File: src/rtl/ad7226_emu_pkg.sv
// Shared constants and FSM encoding for the AD7226-style serial ADC responder.
package ad7226_emu_pkg;

  localparam int LEAD_Z_DEF    = 4;
  localparam int DATA_W_DEF    = 12;
  localparam int FRAME_LEN_DEF = LEAD_Z_DEF + DATA_W_DEF;

  // Saturation ceiling of the 8-bit abort counter.
  localparam logic [7:0] ABORT_MAX = 8'hFF;

  typedef enum logic [1:0] {
    ST_WAIT_HI = 2'd0,
    ST_IDLE    = 2'd1,
    ST_SHIFT   = 2'd2,
    ST_TAIL    = 2'd3
  } state_t;

endpackage

File: src/rtl/ad7226_emu_sync_edge.sv
// N-stage synchronizer for an asynchronous pin plus a one-flop edge detector.
// All flops reset to 1, matching the idle level of cs_n and sclk.
// Pin-to-event latency is STAGES+1 clock edges once the FSM registers the event.
module ad7226_emu_sync_edge #(
  parameter int STAGES = 2
) (
  input  logic clk_i,
  input  logic rst_i,
  input  logic async_i,
  output logic sync_o,
  output logic rise_o,
  output logic fall_o
);

  logic [STAGES-1:0] sync_q;
  logic              prev_q;

  // Shift the pin through the synchronizer chain and remember the last synced level.
  always_ff @(posedge clk_i) begin
    if (rst_i) begin
      sync_q <= '1;
      prev_q <= 1'b1;
    end else begin
      sync_q <= {sync_q[STAGES-2:0], async_i};
      prev_q <= sync_q[STAGES-1];
    end
  end

  assign sync_o = sync_q[STAGES-1];
  assign rise_o = sync_q[STAGES-1] & ~prev_q;
  assign fall_o = ~sync_q[STAGES-1] & prev_q;

endmodule

File: src/rtl/ad7226_emu.sv
// AD7226-style ADC slave emulator: a cs_n/sclk driven serial responder that
// sends LEAD_Z zeros followed by DATA_W sample bits MSB-first per frame.
// Samples come from a one-deep valid/ready holding register or an internal ramp.
//
// Handshake: smp_data is transferred on a clk_sys edge where smp_valid && smp_ready;
// smp_ready is high exactly when the holding register is empty and pat_en is low,
// and smp_valid/smp_data must stay stable until that transfer happens.
module ad7226_emu
  import ad7226_emu_pkg::*;
#(
  parameter int DATA_W      = DATA_W_DEF,
  parameter int LEAD_Z      = LEAD_Z_DEF,
  parameter int SYNC_STAGES = 2
) (
  input  logic              clk_sys,
  input  logic              rst,
  input  logic              cs_n,
  input  logic              sclk,
  output logic              sdata,
  output logic              sdata_oe,
  input  logic [DATA_W-1:0] smp_data,
  input  logic              smp_valid,
  output logic              smp_ready,
  input  logic              pat_en,
  output logic              frame_done,
  output logic              underrun,
  input  logic              underrun_clr,
  output logic [7:0]        abort_cnt,
  output logic [1:0]        dbg_state_o
);

  localparam int FRAME_LEN = LEAD_Z + DATA_W;
  localparam int CNT_W     = $clog2(FRAME_LEN);
  localparam int FLUSH_W   = $clog2(SYNC_STAGES + 2);

  localparam logic [CNT_W-1:0]   CNT_MAX = CNT_W'(FRAME_LEN - 1);
  // Synchronizer flops reset to 1, so cs_n held low through reset only shows
  // up after the chain has flushed; WAIT_HI waits this long before trusting it.
  localparam logic [FLUSH_W-1:0] FLUSH_N = FLUSH_W'(SYNC_STAGES + 1);

  // Conditioned pin events
  logic cs_sync, cs_rise, cs_fall;
  logic sclk_sync, sclk_rise, sclk_fall;

  ad7226_emu_sync_edge #(.STAGES(SYNC_STAGES)) u_cs_sync (
    .clk_i   (clk_sys),
    .rst_i   (rst),
    .async_i (cs_n),
    .sync_o  (cs_sync),
    .rise_o  (cs_rise),
    .fall_o  (cs_fall)
  );

  ad7226_emu_sync_edge #(.STAGES(SYNC_STAGES)) u_sclk_sync (
    .clk_i   (clk_sys),
    .rst_i   (rst),
    .async_i (sclk),
    .sync_o  (sclk_sync),
    .rise_o  (sclk_rise),
    .fall_o  (sclk_fall)
  );

  // State
  state_t                state_q,     state_d;
  logic [FRAME_LEN-1:0]  shreg_q,     shreg_d;
  logic [CNT_W-1:0]      bit_cnt_q,   bit_cnt_d;
  logic                  sdata_q,     sdata_d;
  logic                  oe_q,        oe_d;
  logic [DATA_W-1:0]     hold_q,      hold_d;
  logic                  hold_full_q, hold_full_d;
  logic [DATA_W-1:0]     last_q,      last_d;
  logic [DATA_W-1:0]     ramp_q,      ramp_d;
  logic                  underrun_q,  underrun_d;
  logic [7:0]            abort_q,     abort_d;
  logic                  fdone_q,     fdone_d;
  logic [FLUSH_W-1:0]    flush_q,     flush_d;

  logic                  accept;
  logic [DATA_W-1:0]     word;

  assign smp_ready = ~hold_full_q & ~pat_en;
  assign accept    = smp_valid & smp_ready;

  // State register and datapath flops.
  always_ff @(posedge clk_sys) begin
    if (rst) begin
      state_q     <= ST_WAIT_HI;
      shreg_q     <= '0;
      bit_cnt_q   <= '0;
      sdata_q     <= 1'b0;
      oe_q        <= 1'b0;
      hold_q      <= '0;
      hold_full_q <= 1'b0;
      last_q      <= '0;
      ramp_q      <= '0;
      underrun_q  <= 1'b0;
      abort_q     <= '0;
      fdone_q     <= 1'b0;
      flush_q     <= '0;
    end else begin
      state_q     <= state_d;
      shreg_q     <= shreg_d;
      bit_cnt_q   <= bit_cnt_d;
      sdata_q     <= sdata_d;
      oe_q        <= oe_d;
      hold_q      <= hold_d;
      hold_full_q <= hold_full_d;
      last_q      <= last_d;
      ramp_q      <= ramp_d;
      underrun_q  <= underrun_d;
      abort_q     <= abort_d;
      fdone_q     <= fdone_d;
      flush_q     <= flush_d;
    end
  end

  // Next-state logic: frame sequencing, sample selection and status flags.
  always_comb begin
    state_d     = state_q;
    shreg_d     = shreg_q;
    bit_cnt_d   = bit_cnt_q;
    sdata_d     = sdata_q;
    oe_d        = oe_q;
    hold_d      = hold_q;
    hold_full_d = hold_full_q;
    last_d      = last_q;
    ramp_d      = ramp_q;
    underrun_d  = underrun_q & ~underrun_clr;
    abort_d     = abort_q;
    fdone_d     = 1'b0;
    flush_d     = flush_q;
    word        = last_q;

    // Accept cannot coincide with a hold load: the load needs hold_full=1,
    // which holds smp_ready low in that same cycle.
    if (accept) begin
      hold_d      = smp_data;
      hold_full_d = 1'b1;
    end

    unique case (state_q)
      ST_WAIT_HI: begin
        sdata_d = 1'b0;
        oe_d    = 1'b0;
        if (flush_q != FLUSH_N) begin
          flush_d = flush_q + 1'b1;
        end else if (cs_sync) begin
          state_d = ST_IDLE;
        end
      end

      ST_IDLE: begin
        if (cs_fall) begin
          if (pat_en) begin
            word   = ramp_q;
            ramp_d = ramp_q + 1'b1;
          end else if (hold_full_q) begin
            word        = hold_q;
            hold_full_d = 1'b0;
            last_d      = hold_q;
          end else begin
            word       = last_q;
            underrun_d = 1'b1;
          end
          shreg_d   = {{LEAD_Z{1'b0}}, word};
          bit_cnt_d = CNT_MAX;
          sdata_d   = shreg_d[FRAME_LEN-1];
          oe_d      = 1'b1;
          state_d   = ST_SHIFT;
        end
      end

      ST_SHIFT: begin
        // An early cs_rise aborts the frame and takes priority over sclk.
        if (cs_rise) begin
          state_d = ST_IDLE;
          oe_d    = 1'b0;
          sdata_d = 1'b0;
          if (abort_q != ABORT_MAX) abort_d = abort_q + 1'b1;
        end else if (sclk_fall) begin
          if (bit_cnt_q != '0) begin
            shreg_d   = shreg_q << 1;
            bit_cnt_d = bit_cnt_q - 1'b1;
            sdata_d   = shreg_q[FRAME_LEN-2];
          end else begin
            fdone_d = 1'b1;
            sdata_d = 1'b0;
            state_d = ST_TAIL;
          end
        end
      end

      ST_TAIL: begin
        sdata_d = 1'b0;
        if (cs_rise) begin
          state_d = ST_IDLE;
          oe_d    = 1'b0;
        end
      end

      default: state_d = ST_WAIT_HI;
    endcase
  end

  assign sdata       = sdata_q;
  assign sdata_oe    = oe_q;
  assign frame_done  = fdone_q;
  assign underrun    = underrun_q;
  assign abort_cnt   = abort_q;
  assign dbg_state_o = state_q;

endmodule

File: config.mk
export PLATFORM = sky130hd
export DESIGN_NAME = ad7226_emu
export DESIGN_NICKNAME = d
export VERILOG_FILES = /design/src/rtl/ad7226_emu_pkg.sv /design/src/rtl/ad7226_emu_sync_edge.sv /design/src/rtl/ad7226_emu.sv
export SDC_FILE = /design/constraint.sdc
export NUM_CORES = 1
export LEC_CHECK = 0
export ABC_AREA = 1
export CORE_UTILIZATION = 47
export CTS_CLUSTER_DIAMETER = 200
export DETAILED_ROUTE_END_ITERATION = 8
export PLACE_DENSITY = 0.7
export SYNTH_ARGS = -nofsm -noshare
export SYNTH_HDL_FRONTEND = slang
export SYNTH_SLANG_ARGS = --single-unit
File: constraint.sdc
create_clock -name clk_sys -period 1.5 [get_ports clk_sys]
set_input_delay 0.3 -clock clk_sys [delete_from_list [all_inputs] [get_ports clk_sys]]
set_output_delay 0.3 -clock clk_sys [all_outputs]
set_load 0.01 [all_outputs]
After elaboration in Yosys (flattened, before gate mapping):

Index checks and enable logic that the tools add are counted.

* register bits: 78
* input port bits: 19
* output and inout bits: 15
* logic and storage cells: 102

* add/subtract/negate cells: 4
* equality and inequality tests: 15
* muxes and demuxes: 38
* bitwise logic cells: 14
* reductions and logical operators: 14

Operator list (number)
* 2-to-1 mux 15 bit: 4
* one-hot mux 15 bit (2 select lines): 1
* 2-to-1 mux 12 bit: 2
* 2-to-1 mux 1 bit: 16
* 2-to-1 mux 4 bit: 4
* 2-to-1 mux 2 bit: 7
* inequality test 2 bit (second input constant): 7
* adder 12 x 1 -> 12 bit (second input constant): 1
* AND reduction 3 bit: 3
* adder 8 x 1 -> 8 bit (second input constant): 1
* inequality test 8 bit (second input constant): 1
* inverter 1 bit: 8
* one-hot mux 2 bit (4 select lines): 1
* one-hot mux 4 bit (2 select lines): 1
* bitwise AND 1 bit: 6
* inequality test 3 bit (second input constant): 2
* one-hot mux 1 bit (3 select lines): 2
* AND reduction 2 bit: 3
* AND reduction 6 bit: 1
* AND reduction 5 bit: 1
* equality test 2 bit (second input constant): 2
* inequality test 2 x 1 -> 1 bit (second input constant): 2
* nonzero test 4 bit: 1
* OR reduction 2 bit: 2
* other kinds (6): 6

Depth between registers and ports, before layout:

* depth after elaboration: 8
* mapped depth: 11
* mapped depth without buffers: 10

By module:

A second synthesis with hierarchy kept.

* cell total of the unflattened synthesis: 539
* area total of the unflattened synthesis: 3654.8 um2

Modules (own cells, without submodules)
* ad7226_emu: instances 1, cells an instance 513, area each 3459.6 um2, seq. area each 1441.4 um2
* ad7226_emu_sync_edge: instances 2, cells an instance 13, area each 97.6 um2, seq. area each 60.1 um2

Worst setup path before layout:

OpenSTA, ideal clock, no wires.

* path type: flip-flop to flip-flop
* start: register state_q[0] (netlist: dbg_state_o[0])
* end: register shreg_q[10]
* library setup time: 0.113 ns
* arrival: 1.472 ns
* data required time: 1.387 ns
* setup slack: -0.085 ns
* stages on the path, launching flop included: 10
* buffers on the path: 1
* period minus slack after synthesis: 1.585 ns
* cell sequence: dfxtp_1 > inv_1 > ha_1 > nand3_1 > nand2_2 > nor2_4 > nand2_4 > buf_4 > nor2_1 > nor2_1

* cells in the longest elaborated chain, start to end: 3
* elaborated cells on any way between the ends: 9
* those cells by class: eq/ne (6); mux (1); reduce/logical (2)

Ends and longest elaborated chain
* from (decl): RTL line ad7226_emu.sv:64 `state_t state_q, state_d;`
* from (signal assigned): RTL line ad7226_emu.sv:101 `state_q <= state_d;`
* equality test 2 bit or equality test 2 x 1 -> 1 bit (tied branches): RTL line ad7226_emu.sv:141 `unique case (state_q)`
* inequality test 2 bit (no source line) or nonzero test 2 bit (tied branches)
* AND reduction 5 bit (no source line)
* to (signal assigned): RTL line ad7226_emu.sv:102 `shreg_q <= shreg_d;`
* to (decl): RTL line ad7226_emu.sv:65 `logic [FRAME_LEN-1:0] shreg_q, shreg_d;`

Several ways; a longest one is shown, not always the timed one.
A chain may end at the register's enable or synchronous reset.

Worst setup path after layout:

* start: register state_q[0] (netlist: dbg_state_o[0])
* end: register shreg_q[4]

Same word-level chain as after synthesis.

==> flow_summary_export.csv <==
group,metric,value,unit
yosys,synth.distinct_cells,23,
timing,final_max_slew_viol_count,0,
floorplan,die_h,91.7,µm
yosys,ys_seq_elements,78,
placed_design,dpl.cell_count,724,
timing,fin_crit,1.47,ns
yosys,synth_cells,571,
timing,worst_pin_slew,0.370,ns
grt,grt_overflow,0,
final_layout,utilization,62.6,%
clock_network,clockRootBuffer,"clkbuf_8",
yosys,yosysSeqAreaShare,41.3,%
power_and_ir_drop,leakage,0.00217,µW
timing,clock.fmax,679,MHz
grt,grt_usage,22.7,%
worst_setup_path,cp_data_required_time,1.74,ns
clock_network,ctsLongestPathBuffers,2,
route,first_pass_iters,4,
floorplan,start_util,48.6,%
clock_network,cts-htree-levels,3,
route,drcViolationCount,0,
timing,grt_setup_unrepaired,"true",
clock_network,cts_tree,"built",
final_layout,drive_gt1_share,15.7,%
floorplan,core,7770,µm²
clock_network,cts_sinks,78,
route,postRouteWirelength,8.96,mm
worst_setup_path,startpoint_type,"register",
power_and_ir_drop,pwr_density_cell,1470,nW/µm²
power_and_ir_drop,power.share.clock,24.3,%
yosys,synth_nets,598,
power_and_ir_drop,comb_power_share,39.6,%
route,vias_per_cell,4.93,
grt,grt_max_degree,36,
placed_design,gp_congestion,0.864,
final_layout,layout.cells.non_filler,745,
outcome,status,"completed",
power_and_ir_drop,p_int,4530,µW
final_layout,mostFrequentLayoutCell,"nand2_1",
route,post_drt_wl_per_cell,12.0,µm
worst_setup_path,path_max_fanout,19,
placed_design,port_buffers,33,
timing,clock_skew,0.0131,ns
route,dr_total_vias,3671,
power_and_ir_drop,switching_share,36.7,%
timing,relSlewSlack,75.3,%
worst_setup_path,arrival,1.71,ns
timing,hold_viol_final,0,
floorplan,ios,34,
route,drt_iter0_drc,176,
floorplan,die-area,8400,µm²
final_layout,final_cell_mix,"nand2_1 (138), inv_1 (73), dfxtp_1 (71)",
worst_setup_path,path_class,"register to register",
min_path,min_path_type,"register to register",
yosys,synth_warnings,0,
worst_setup_path,endpoint_kind,"register",
floorplan,die_w,91.7,µm
timing,period_share,98.2,%
grt,grt_pass1_vias,3574,
placed_design,detailedPlacementHpwl,6.10,mm
grt,antenna_found_initial,0,
final_layout,diodes,0,
final_layout,area_growth,28.8,%
job,drv_cap,0,
power_and_ir_drop,sequentialPowerShare,36.0,%
yosys,syn-cell-area,3780,µm²
route,detail-route-antenna-nets,0,
power_and_ir_drop,vdd_drop_max,0.878,mV
grt,grt_pass1_wl,15.4,mm
power_and_ir_drop,power_switching,2630,µW
final_layout,fin_nets,665,
floorplan,num_rows,32,
clock_network,clk_pin_slew_worst_paths,0.08,ns
clock_network,clkLatencyLatePin,0.35,ns
yosys,synth.avg_cell_area,6.62,µm²
timing,setup_viol,0,
clock_network,numCtsBuffers,9,
==> through the flow <==
step	instance area [µm²]	hold slack (ns)	worst slack (ns)	power (µW)	TNS [ns]
after floorplan	3790	0.389	0.00239	4360	0
after global placement	4500	0.393	-0.208	4960	-4.20
after detailed placement	4500	0.400	-0.250	5060	-5.45
after CTS	4810	0.420	-0.0155	7020	-0.0155
after global routing	4870	0.431	-0.0316	7700	-0.150
final	4870	0.415	0.0270	7150	0
==> flip-flops by register name, summed over array words and instances (netlist names) <==
name and cells:
shreg_q 15, hold_q 12, last_q 12, ramp_q 12, abort_cnt 8, bit_cnt_q 4
dbg_state_o 2, flush_q 2, u_cs_sync.sync_q 2, u_sclk_sync.sync_q 2, frame_done 1, hold_full_q 1
sdata 1, sdata_oe 1, u_cs_sync.prev_q 1, u_sclk_sync.prev_q 1, underrun 1
==> critical path, stage by stage (launching register included) <==
cell	delay, ns
dfxtp_2	0.38
inv_2	0.07
ha_4	0.19
buf_4	0.16
buf_12	0.15
a21oi_1	0.17
a21oi_1	0.09
nor2_1	0.10
nor2_1	0.06
==> power by group through the flow <==
stage | combinational, µW | sequential (µW) | clock [µW]
after detailed placement | 2450 | 2610 | 0
after CTS | 2680 | 2570 | 1770
after global placement | 2370 | 2590 | 0
after global routing | 3230 | 2620 | 1850
after floorplan | 1760 | 2600 | 0
final | 2840 | 2580 | 1740
==> path summary, 6_finish.rpt <==
check	from	end	slack (ns)	cells after the start
max	dbg_state_o[0]$_SDFFE_PP0P_	shreg_q[4]$_SDFFE_PP0P_	0.03	8
min	u_sclk_sync.sync_q[0]$_SDFF_PP1_	u_sclk_sync.sync_q[1]$_SDFF_PP1_	0.42	1
max reg2reg	dbg_state_o[0]$_SDFFE_PP0P_	shreg_q[4]$_SDFFE_PP0P_	0.03	8
min reg2reg	u_sclk_sync.sync_q[0]$_SDFF_PP1_	u_sclk_sync.sync_q[1]$_SDFF_PP1_	0.42	1
==> cell type report <==
type | instances | area (µm²)
multi-input combinational | 393 | 1930
sequential | 78 | 1570
inverter | 78 | 293
clock inverter | 7 | 98.8
fill | 705 | 2900
timing repair buffer | 78 | 727
clock buffer | 9 | 124
tap | 102 | 128
==> layer usage <==
metal | vias up | part of all wire (%) | global-route usage, % | wire (µm)
met1 | 1657 | 48 | 28.5 | 4340
met5 | - | 0 | 0 | 0
met3 | 14 | 2.5 | 3.48 | 228
li1 | 1944 | - | - | -
met4 | 0 | 1.6 | 9.52 | 142
met2 | 56 | 47 | 38.7 | 4250
==> what timing repair did <==
| action | in CTS | in global routing |
|---|---|---|
| gates resized for setup | 34 | 16 |
| setup endpoints to repair | 50 | 30 |
| pin swaps | 6 | 4 |
| setup buffers | 1 | 3 |
| hold buffers | 0 | 0 |
| cloned | 2 | 0 |
==> synth_stat cells <==
master / count / area share [%]
nand2_1: 144 / 14
dfxtp_1: 78 / 41
inv_1: 76 / 7.5
nor2_1: 73 / 7.3
a21oi_1: 69 / 9.1
nand3_1: 37 / 4.9
o21ai_0: 26 / 3.4
nand4_1: 17 / 2.8
clkbuf_1: 12 / 1.2
buf_2: 8 / 1.1
ha_1: 8 / 2.6
or2_2: 4 / 0.66
nor3_1: 3 / 0.40
xor2_1: 3 / 0.70
a31oi_1: 2 / 0.33
buf_4: 2 / 0.40
buf_6: 2 / 0.60
nand2_2: 2 / 0.33
clkinv_1: 1 / 0.099
inv_2: 1 / 0.099
nand2_4: 1 / 0.30
nor2_4: 1 / 0.30
nor4_1: 1 / 0.17
==> cells by family after synthesis <==
logic type,count (synthesis),synth area share (%)
AND/OR/NAND/NOR,283,31.4
buffers and inverters,102,11.0
AO/OA/AOI/OAI,97,12.9
flip-flops,78,41.3
adder cells (fa/ha/maj),8,2.65
XOR/XNOR,3,0.695
(Power assumes the default switching activity.)
